--- config.mk ---
export PLATFORM = sky130hd
export DESIGN_NAME = capture_sequencer_flat
export DESIGN_NICKNAME = d
export VERILOG_FILES = /design/src/rtl/capture_sequencer_pkg.sv /design/src/rtl/capture_sequencer_if.sv /design/src/rtl/capture_sequencer_sample_counter.sv /design/src/rtl/capture_sequencer.sv /design/src/flat_wrapper.sv
export SDC_FILE = /design/constraint.sdc
export NUM_CORES = 1
export LEC_CHECK = 0
export ABC_AREA = 1
export CAP_MARGIN = 0
export CORE_UTILIZATION = 49
export CTS_BUF_LIST = sky130_fd_sc_hd__clkbuf_4 sky130_fd_sc_hd__clkbuf_8
export CTS_CLUSTER_SIZE = 24
export DETAILED_ROUTE_END_ITERATION = 10
export PLACE_DENSITY = 0.79
export SLEW_MARGIN = 20
export SYNTH_ARGS = -nofsm -noshare
export SYNTH_HDL_FRONTEND = slang
export SYNTH_SLANG_ARGS = --single-unit
--- constraint.sdc ---
create_clock -name clk -period 1.8 [get_ports clk]
set_input_delay 0.18 -clock clk [delete_from_list [all_inputs] [get_ports clk]]
set_output_delay 0.18 -clock clk [all_outputs]
set_load 0.02 [all_outputs]
--- src/rtl/capture_sequencer_pkg.sv ---
// capture_sequencer_pkg: state encoding and shared constants for the capture sequencer.
package capture_sequencer_pkg;
  localparam int CNT_W_DEF = 16;
  localparam int SAMPLE_LIMIT_CONTINUOUS = 0;
  typedef enum logic [1:0] {IDLE, ARM, RUN, DONE} state_t;
endpackage

--- src/rtl/capture_sequencer_if.sv ---
// capture_sequencer_if: command, divider and capture-datapath signals of the capture sequencer.
interface capture_sequencer_if
  import capture_sequencer_pkg::*;
#(
  parameter int CNT_W = CNT_W_DEF
);
  logic             start;
  logic             abort;
  logic [7:0]       divisor;
  logic [CNT_W-1:0] sample_limit;
  logic             trig_en;
  logic             trig;
  logic             tick;
  logic             div_enable;
  logic [7:0]       div_divisor;
  logic             sample_strobe;
  logic             busy;
  logic             done;
  logic [CNT_W-1:0] sample_count;
  modport master (
    output start, abort, divisor, sample_limit, trig_en, trig, tick,
    input  div_enable, div_divisor, sample_strobe, busy, done, sample_count
  );
  modport slave (
    input  start, abort, divisor, sample_limit, trig_en, trig, tick,
    output div_enable, div_divisor, sample_strobe, busy, done, sample_count
  );
endinterface

--- src/rtl/capture_sequencer_sample_counter.sv ---
// sample_counter: remaining-sample down-counter with zero flag plus saturating strobe counter.
module sample_counter #(
  parameter int CNT_W = 16
) (
  input  logic             clk,
  input  logic             rst_n,
  input  logic             load,
  input  logic [CNT_W-1:0] limit,
  input  logic             inc,
  output logic [CNT_W-1:0] count,
  output logic             zero
);
  logic [CNT_W-1:0] remaining;
  // remaining is preloaded one short so zero marks the tick that issues the final strobe
  assign zero = remaining == '0;
  always_ff @(posedge clk or negedge rst_n) begin
    if (!rst_n) begin
      count     <= '0;
      remaining <= '0;
    end else if (load) begin
      count     <= '0;
      remaining <= limit - CNT_W'(1);
    end else if (inc) begin
      count     <= &count ? count : count + CNT_W'(1);
      remaining <= zero ? remaining : remaining - CNT_W'(1);
    end
  end
endmodule

--- src/rtl/capture_sequencer.sv ---
// capture_sequencer: runs one divided-rate capture, gating the external divider and
// turning its ticks into sample strobes until the limit is reached or an abort arrives.
module capture_sequencer
  import capture_sequencer_pkg::*;
#(
  parameter int CNT_W = CNT_W_DEF
) (
  input  logic clk,
  input  logic rst_n,
  capture_sequencer_if.slave bus
);
  state_t     state, state_nx;
  logic       trig_en_q, cont_q, accept, fire, rem_zero, strobe;
  logic [7:0] div_q;
  assign accept = state == IDLE && bus.start;
  assign fire   = state == RUN && bus.tick && !bus.abort;
  always_comb begin
    state_nx = state;
    if (state != IDLE && bus.abort) state_nx = IDLE;
    else
      case (state)
        IDLE:    state_nx = bus.start ? ARM : IDLE;
        ARM:     state_nx = (!trig_en_q || bus.trig) ? RUN : ARM;
        RUN:     state_nx = (fire && !cont_q && rem_zero) ? DONE : RUN;
        default: state_nx = IDLE;
      endcase
  end
  always_ff @(posedge clk or negedge rst_n) begin
    if (!rst_n) begin
      state     <= IDLE;
      div_q     <= '0;
      trig_en_q <= 1'b0;
      cont_q    <= 1'b0;
      strobe    <= 1'b0;
    end else begin
      state  <= state_nx;
      strobe <= fire;
      if (accept) begin
        div_q     <= bus.divisor;
        trig_en_q <= bus.trig_en;
        cont_q    <= bus.sample_limit == CNT_W'(SAMPLE_LIMIT_CONTINUOUS);
      end
    end
  end
  sample_counter #(.CNT_W(CNT_W)) u_cnt (
    .clk   (clk),
    .rst_n (rst_n),
    .load  (accept),
    .limit (bus.sample_limit),
    .inc   (fire),
    .count (bus.sample_count),
    .zero  (rem_zero)
  );
  assign bus.div_enable    = state == RUN;
  assign bus.div_divisor   = div_q;
  assign bus.sample_strobe = strobe;
  assign bus.busy          = state != IDLE;
  assign bus.done          = state == DONE;
endmodule

--- src/flat_wrapper.sv ---
// flat-port wrapper written by rule: the top's interface ports become plain ports
module capture_sequencer_flat import capture_sequencer_pkg::*;
#(
  parameter int CNT_W = CNT_W_DEF
)
  (clk, rst_n, bus_start, bus_abort, bus_divisor, bus_sample_limit, bus_trig_en, bus_trig, bus_tick, bus_div_enable, bus_div_divisor, bus_sample_strobe, bus_busy, bus_done, bus_sample_count);
  capture_sequencer_if #(.CNT_W(CNT_W)) bus_i ();
  input  logic clk;
  input  logic rst_n;
  input wire logic [$bits(bus_i.start)-1:0] bus_start;
  input wire logic [$bits(bus_i.abort)-1:0] bus_abort;
  input wire logic [$bits(bus_i.divisor)-1:0] bus_divisor;
  input wire logic [$bits(bus_i.sample_limit)-1:0] bus_sample_limit;
  input wire logic [$bits(bus_i.trig_en)-1:0] bus_trig_en;
  input wire logic [$bits(bus_i.trig)-1:0] bus_trig;
  input wire logic [$bits(bus_i.tick)-1:0] bus_tick;
  output wire logic [$bits(bus_i.div_enable)-1:0] bus_div_enable;
  output wire logic [$bits(bus_i.div_divisor)-1:0] bus_div_divisor;
  output wire logic [$bits(bus_i.sample_strobe)-1:0] bus_sample_strobe;
  output wire logic [$bits(bus_i.busy)-1:0] bus_busy;
  output wire logic [$bits(bus_i.done)-1:0] bus_done;
  output wire logic [$bits(bus_i.sample_count)-1:0] bus_sample_count;
  assign bus_i.start = bus_start;
  assign bus_i.abort = bus_abort;
  assign bus_i.divisor = bus_divisor;
  assign bus_i.sample_limit = bus_sample_limit;
  assign bus_i.trig_en = bus_trig_en;
  assign bus_i.trig = bus_trig;
  assign bus_i.tick = bus_tick;
  assign bus_div_enable = bus_i.div_enable;
  assign bus_div_divisor = bus_i.div_divisor;
  assign bus_sample_strobe = bus_i.sample_strobe;
  assign bus_busy = bus_i.busy;
  assign bus_done = bus_i.done;
  assign bus_sample_count = bus_i.sample_count;
  capture_sequencer #(.CNT_W(CNT_W)) u_core (.clk(clk), .rst_n(rst_n), .bus(bus_i));
endmodule
# Yosys cells after proc, flatten, opt, wreduce, memory -nomap -nowiden
# Cells that the tools add are included.
# W data, S select, Z words.
[totals]
reg_bits = 45
latchBits = 0
mem_bits_rw = 0
romBits = 0
out_inout_bits = 28
wordCells = 44
mem_count = 0
[classes]
add_sub_neg = 3
multipliers = 0
div = 0
magnitude_cmp = 0
eq_ne = 5
n_shift = 0
mux = 11
n_bitwise = 0
reduce_logical = 18
[op_table]
columns = ["operator", "n"]
rows = [
  ["$mux W16", 6],
  ["$logic_not A16 Y1", 2],
  ["$sub A16 B1 Y16 const B", 2],
  ["$add A16 B1 Y16 const B", 1],
  ["$reduce_and A16 Y1", 1],
  ["$logic_and A1 B1 Y1", 6],
  ["$pmux W2 S3", 1],
  ["$eq A2 B2 Y1 const B", 2],
  ["$mux W2", 2],
  ["$ne A2 B1 Y1 const B", 2],
  ["$reduce_and A2 Y1", 2],
  ["$reduce_bool A2 Y1", 2],
  ["$logic_not A1 Y1", 3],
  ["$eq A2 B1 Y1 const B", 1],
  ["$logic_not A2 Y1", 1],
  ["$mux W1", 2],
  ["$logic_or A1 B1 Y1", 1],
]

# Depth between registers and ports, before layout
[logic_depth]
ltp_word = 8
depth_mapped = 14
depth_no_buf = 13

# Hierarchy
# A second synthesis with hierarchy kept.
[unflattened]
hier_cells = 467
area_unflattened_um2 = 3050.4
[by_module_without_submodules]
columns = ["mod", "n_inst", "cells_per_inst", "area_each_um2", "seq_area_each_um2"]
rows = [
  ["sample_counter", 1, 381, 2418.6, 800.8],
  ["capture_sequencer", 1, 86, 631.9, 325.3],
]

# Worst setup path after synthesis
# No wires, ideal clock.
[synth_path]
kind = "register to register"
startpoint = "register u_core.state[1]"
endpoint = "register u_core.u_cnt.remaining[10]"
setup_time_ns = 0.117
t_arrival_ns = 1.688
t_required_ns = 1.683
path_slack_ns = -0.005
stages_incl_launch_ff = 13
period_less_slack_ns = 1.805
path_cell_list = "dfrtp_1 -> nor2_8 -> buf_6 -> nand3_1 -> nand2_2 -> ha_1 -> nand2_1 -> nor2_4 -> nand3_1 -> nand2_1 -> nand2_1 -> nand2_1 -> nand2_1"
[synth_via]
elab_chain_len = 5
word_cells_on_any_way = 9
[synth_rtl]
columns = ["item", "line", "rtl"]
rows = [
  ["start, declared", "capture_sequencer.sv:12", "state_t state, state_nx;"],
  ["start signal, assigned", "capture_sequencer.sv:36", "state <= state_nx;"],
  ["$eq A2 B2 Y1", "capture_sequencer.sv:16", "assign fire = state == RUN && bus.tick && !bus.abort;"],
  ["$logic_and A1 B1 Y1 (2 in series)", "capture_sequencer.sv:16", ""],
  ["$reduce_bool A2 Y1 (no source line)", "-", ""],
  ["$reduce_and A2 Y1 (no source line)", "-", ""],
  ["end signal, assigned", "capture_sequencer_sample_counter.sv:22", "remaining <= limit - CNT_W'(1);"],
  ["end signal, assigned", "capture_sequencer_sample_counter.sv:25", "remaining <= zero ? remaining : remaining - CNT_W'(1);"],
  ["end, declared", "capture_sequencer_sample_counter.sv:13", "logic [CNT_W-1:0] remaining;"],
]
# Several ways; a longest one is shown, not always the timed one.
# A chain may end at the register's enable or synchronous reset.

# Worst setup path after layout
[layout_path]
startpoint = "register u_core.state[1]"
endpoint = "register u_core.u_cnt.remaining[15]"
# Same word-level chain as after synthesis.

==> impl_metrics.ini <==
[timing]
finalSetupViolCount = 5
fin_hold_ws_ns = 0.395
fin_skew_ns = 0.00922
rsz0062_at_grt = yes
period_share_pct = 103
fmax_mhz = 541
post-route-min-period_ns = 1.85
final_max_slew_viol_count = 0
finalHoldViolCount = 0
tightestPinTransition_ns = 0.617
fin_setup_tns_ns = -0.160
max_slew_margin_pct = 58.8
fin_ws_ns = -0.0472

[die]
ios = 59
dieArea_sq_mm = 0.00657
rows = 28
die_w_um = 81.0
fp.dieH_um = 81.0
start_util_pct = 51.1
core-area_sq_mm = 0.00599

[global_routing]
grt_pass1_vias = 3316
grt_pass1_wl_mm = 14.9
grt_overflow = 0
met1_usage_pct = 39.6
busiest_layer = met2
grt_usage_pct = 29.5
globalRouteMet2Util_pct = 46.5
grt_max_degree = 25
use_met3_pct = 6.18
grt_antenna_before_repair = 0

[route]
wirelength_mm = 9.52
viasPerCell = 5.50
detail_route.wl_per_cell_um = 14.8
drtIter0Drc = 317
vias = 3535
drt_first_pass_iters = 5
detail-route-antenna-nets = 0
drc = 0

[synthesis]
synth_largest_area_cell = dfrtp_1
yosys.area.top_type_share_pct = 36.8
synth_edf_count = 0
synth_top_family_by_area = simple AND/OR/NAND/NOR gates
syn_inst = 449
synth_ff_type = dfrtp_1
yosysWarnings = 0
synthArstFlopShare_pct = 100
yosysMostFrequentCell = nand2_1
yosys.area_share.adder_pct = 0.817
yosys.area_share.simple_pct = 45.3
synth.area.mux_share_pct = 0
ys_top_cells_by_area = dfrtp_1 37%, nand2_1 21%, nand3_1 6.5%, inv_1 4.7%, nor2_1 4.0%
ys_types = 38
synth_area_per_cell_sq_um = 6.82
yosysSeqAreaShare_pct = 36.8
ys_ff_latch = 45
synth_compound_area_share_pct = 7.32
synthesis.area_sq_mm = 0.00306
synth-xor-area-share_pct = 1.14
synth_nets = 482
netlist_top_cells_count = 170 x nand2_1, 45 x dfrtp_1, 40 x nand3_1

[setup_path]
worst_path_max_delay_cell = dfrtp_2
reg2reg_from = u_core.state[1]$_DFF_PN0_
crit_path_max_incr_delay_ns = 0.45
reg2reg_depth = 13
crit_type = flop to flop
reg2reg_to = u_core.u_cnt.remaining[15]$_DFFE_PN0P_
crit_family = simple AND/OR/NAND/NOR gates
end_kind = flop
crit_fanout = 10
path_cells = nor2_8 > nand2_8 > buf_6 > nand2_1 > nand2_1 > nor2_2 > nand2_2 > nor2_4 > nand2_1 > nand2_1 > nand2_1 > nand2_1 > nand2_1
r2r_slack_ns = -0.05
start_kind = flop
cp.required_ns = 2.00
timing.critical_path.mode_cell = nand2_1
cp.arrival_ns = 2.04
crit_buf_inv = 1

[clocking]
clk_latency_ns = 0.31
cts_tree = built
cts-root-buf = clkbuf_8
cts_max_level = 2
ctsLongestPathBuffers = 2
clkSinkCount = 45
clk_pin_slew_worst_paths_ns = 0.09
cts_buffers = 5

[finish]
num_antenna_cells = 0
final_nets = 600
drive_gt1_share_pct = 23.2
areaGrowthSynthToFinish_pct = 44.7
final_core_util_pct = 74.0

[place]
io_buffers = 58
place_congestion = 0.943
hpwlAfterDp_mm = 6.67

[worst_hold_path]
min_to = u_core.bus.div_divisor[5]$_DFFE_PN0P_
min_delay_path_depth = 3
hold_start = bus_divisor[5]
hp-class = primary input to flop

[status]
status = finished with violations
violations = setup timing

[power]
leakage_uw = 0.00218
power_density_mw_per_mm2 = 1410
total_power_uw = 6260
max-vdd-ir-drop_v = 0.000943

[flow_run]
drv_cap = 0
==> layer usage <==
metal  vias to the layer above  part of all wire (%)
li1                       1692                     -
met1                      1647                    44
met2                       160                    47
met3                        36                   6.9
met4                         0                   2.7
met5                         -                     0
==> kinds of logic (layout without fill, tap and decap cells) <==
logic type,after synthesis,after routing
buffers and inverters,58,176
and+or+nand+nor,303,304
adders and majority gates,2,2
xor gates and xnor gates,4,4
AOI/OAI and AO/OA,37,37
DFF,45,45
==> area by class of cell <==
cell class / count / area [sq um]
flip-flops and latches: 45 / 1130
multi-input cells: 347 / 1830
inverters: 43 / 161
clock buffers: 5 / 68.8
clock inverters: 3 / 22.5
repair buffers: 125 / 1130
well taps: 75 / 93.8
fillers: 447 / 1560
==> what timing repair did <==
| action | CTS | global route |
|---|---|---|
| resized for setup | 19 | 28 |
| hold buffers | 1 | 0 |
| cloned | 1 | 0 |
| pin swaps | 6 | 7 |
| endpoints found under the hold margin | 22 | 0 |
| endpoints found under the setup margin | 12 | 29 |
| buffers inserted | 4 | 7 |
==> worst register-to-register path, stage by stage (launching register included) <==
cell and delay [ns]:
dfrtp_2 0.45, nor2_8 0.22, nand2_8 0.12, buf_6 0.14, nand2_1 0.06, nand2_1 0.09
nor2_2 0.16, nand2_2 0.11, nor2_4 0.13, nand2_1 0.06, nand2_1 0.05, nand2_1 0.04
nand2_1 0.05, nand2_1 0.05
==> state kept, by name, summed over array words and instances (netlist names) <==
signal                    flops
u_core.bus.div_divisor        8
u_core.bus.sample_strobe      1
u_core.cont_q                 1
u_core.state                  2
u_core.trig_en_q              1
u_core.u_cnt.count           16
u_core.u_cnt.remaining       16
==> power breakdown <==
part / leakage (uW) / internal [uW] / switching, uW / total [uW]
logic: 0.00155 / 1740 / 2300 / 4040
clock network: 0.0000481 / 276 / 384 / 660
registers: 0.000581 / 1330 / 223 / 1560
==> cells in the final DEF (no fill, tap or decap), types with 4 or more instances in the layout <==
master,n
nand4_1,13
inv_1,38
nand3_1,37
o31ai_2,4
buf_6,4
xor2_1,4
nor2_4,5
dfrtp_1,43
clkdlybuf4s50_1,54
clkbuf_8,5
nand3b_1,8
or2_2,4
nand2_1,158
nor2_1,31
nand2_2,16
o21ai_1,5
nor2_2,6
nor4_1,4
a21oi_1,4
nor3_1,9
o21ai_0,14
buf_4,59
==> how the worst max path moves through the flow <==
stage / from / end / slack [ns] / cells after the start
CTS: u_core.state[0]$_DFF_PN0_ / u_core.u_cnt.remaining[6]$_DFFE_PN0P_ / -0.02 / 10
detailed placement: bus_start / u_core.u_cnt.remaining[8]$_DFFE_PN0P_ / -0.20 / 11
global route: u_core.state[1]$_DFF_PN0_ / u_core.u_cnt.remaining[4]$_DFFE_PN0P_ / -0.20 / 10
global placement: bus_start / u_core.u_cnt.remaining[8]$_DFFE_PN0P_ / -0.17 / 11
finish: u_core.state[1]$_DFF_PN0_ / u_core.u_cnt.remaining[15]$_DFFE_PN0P_ / -0.05 / 13
floorplan: u_core.u_cnt.count[1]$_DFFE_PN0P_ / u_core.u_cnt.count[7]$_DFFE_PN0P_ / 0.008 / 11
==> metrics by stage <==
stage / instances / instance area (sq um) / setup WS [ns]
2_1_floorplan: 449 / 3060 / 0.00806
3_3_place_gp: 622 / 4070 / -0.173
3_5_place_dp: 622 / 4070 / -0.201
4_1_cts: 636 / 4270 / -0.0157
5_1_grt: 643 / 4430 / -0.204
6_report: 643 / 4430 / -0.0472
Power figures use the tool's default switching activity.
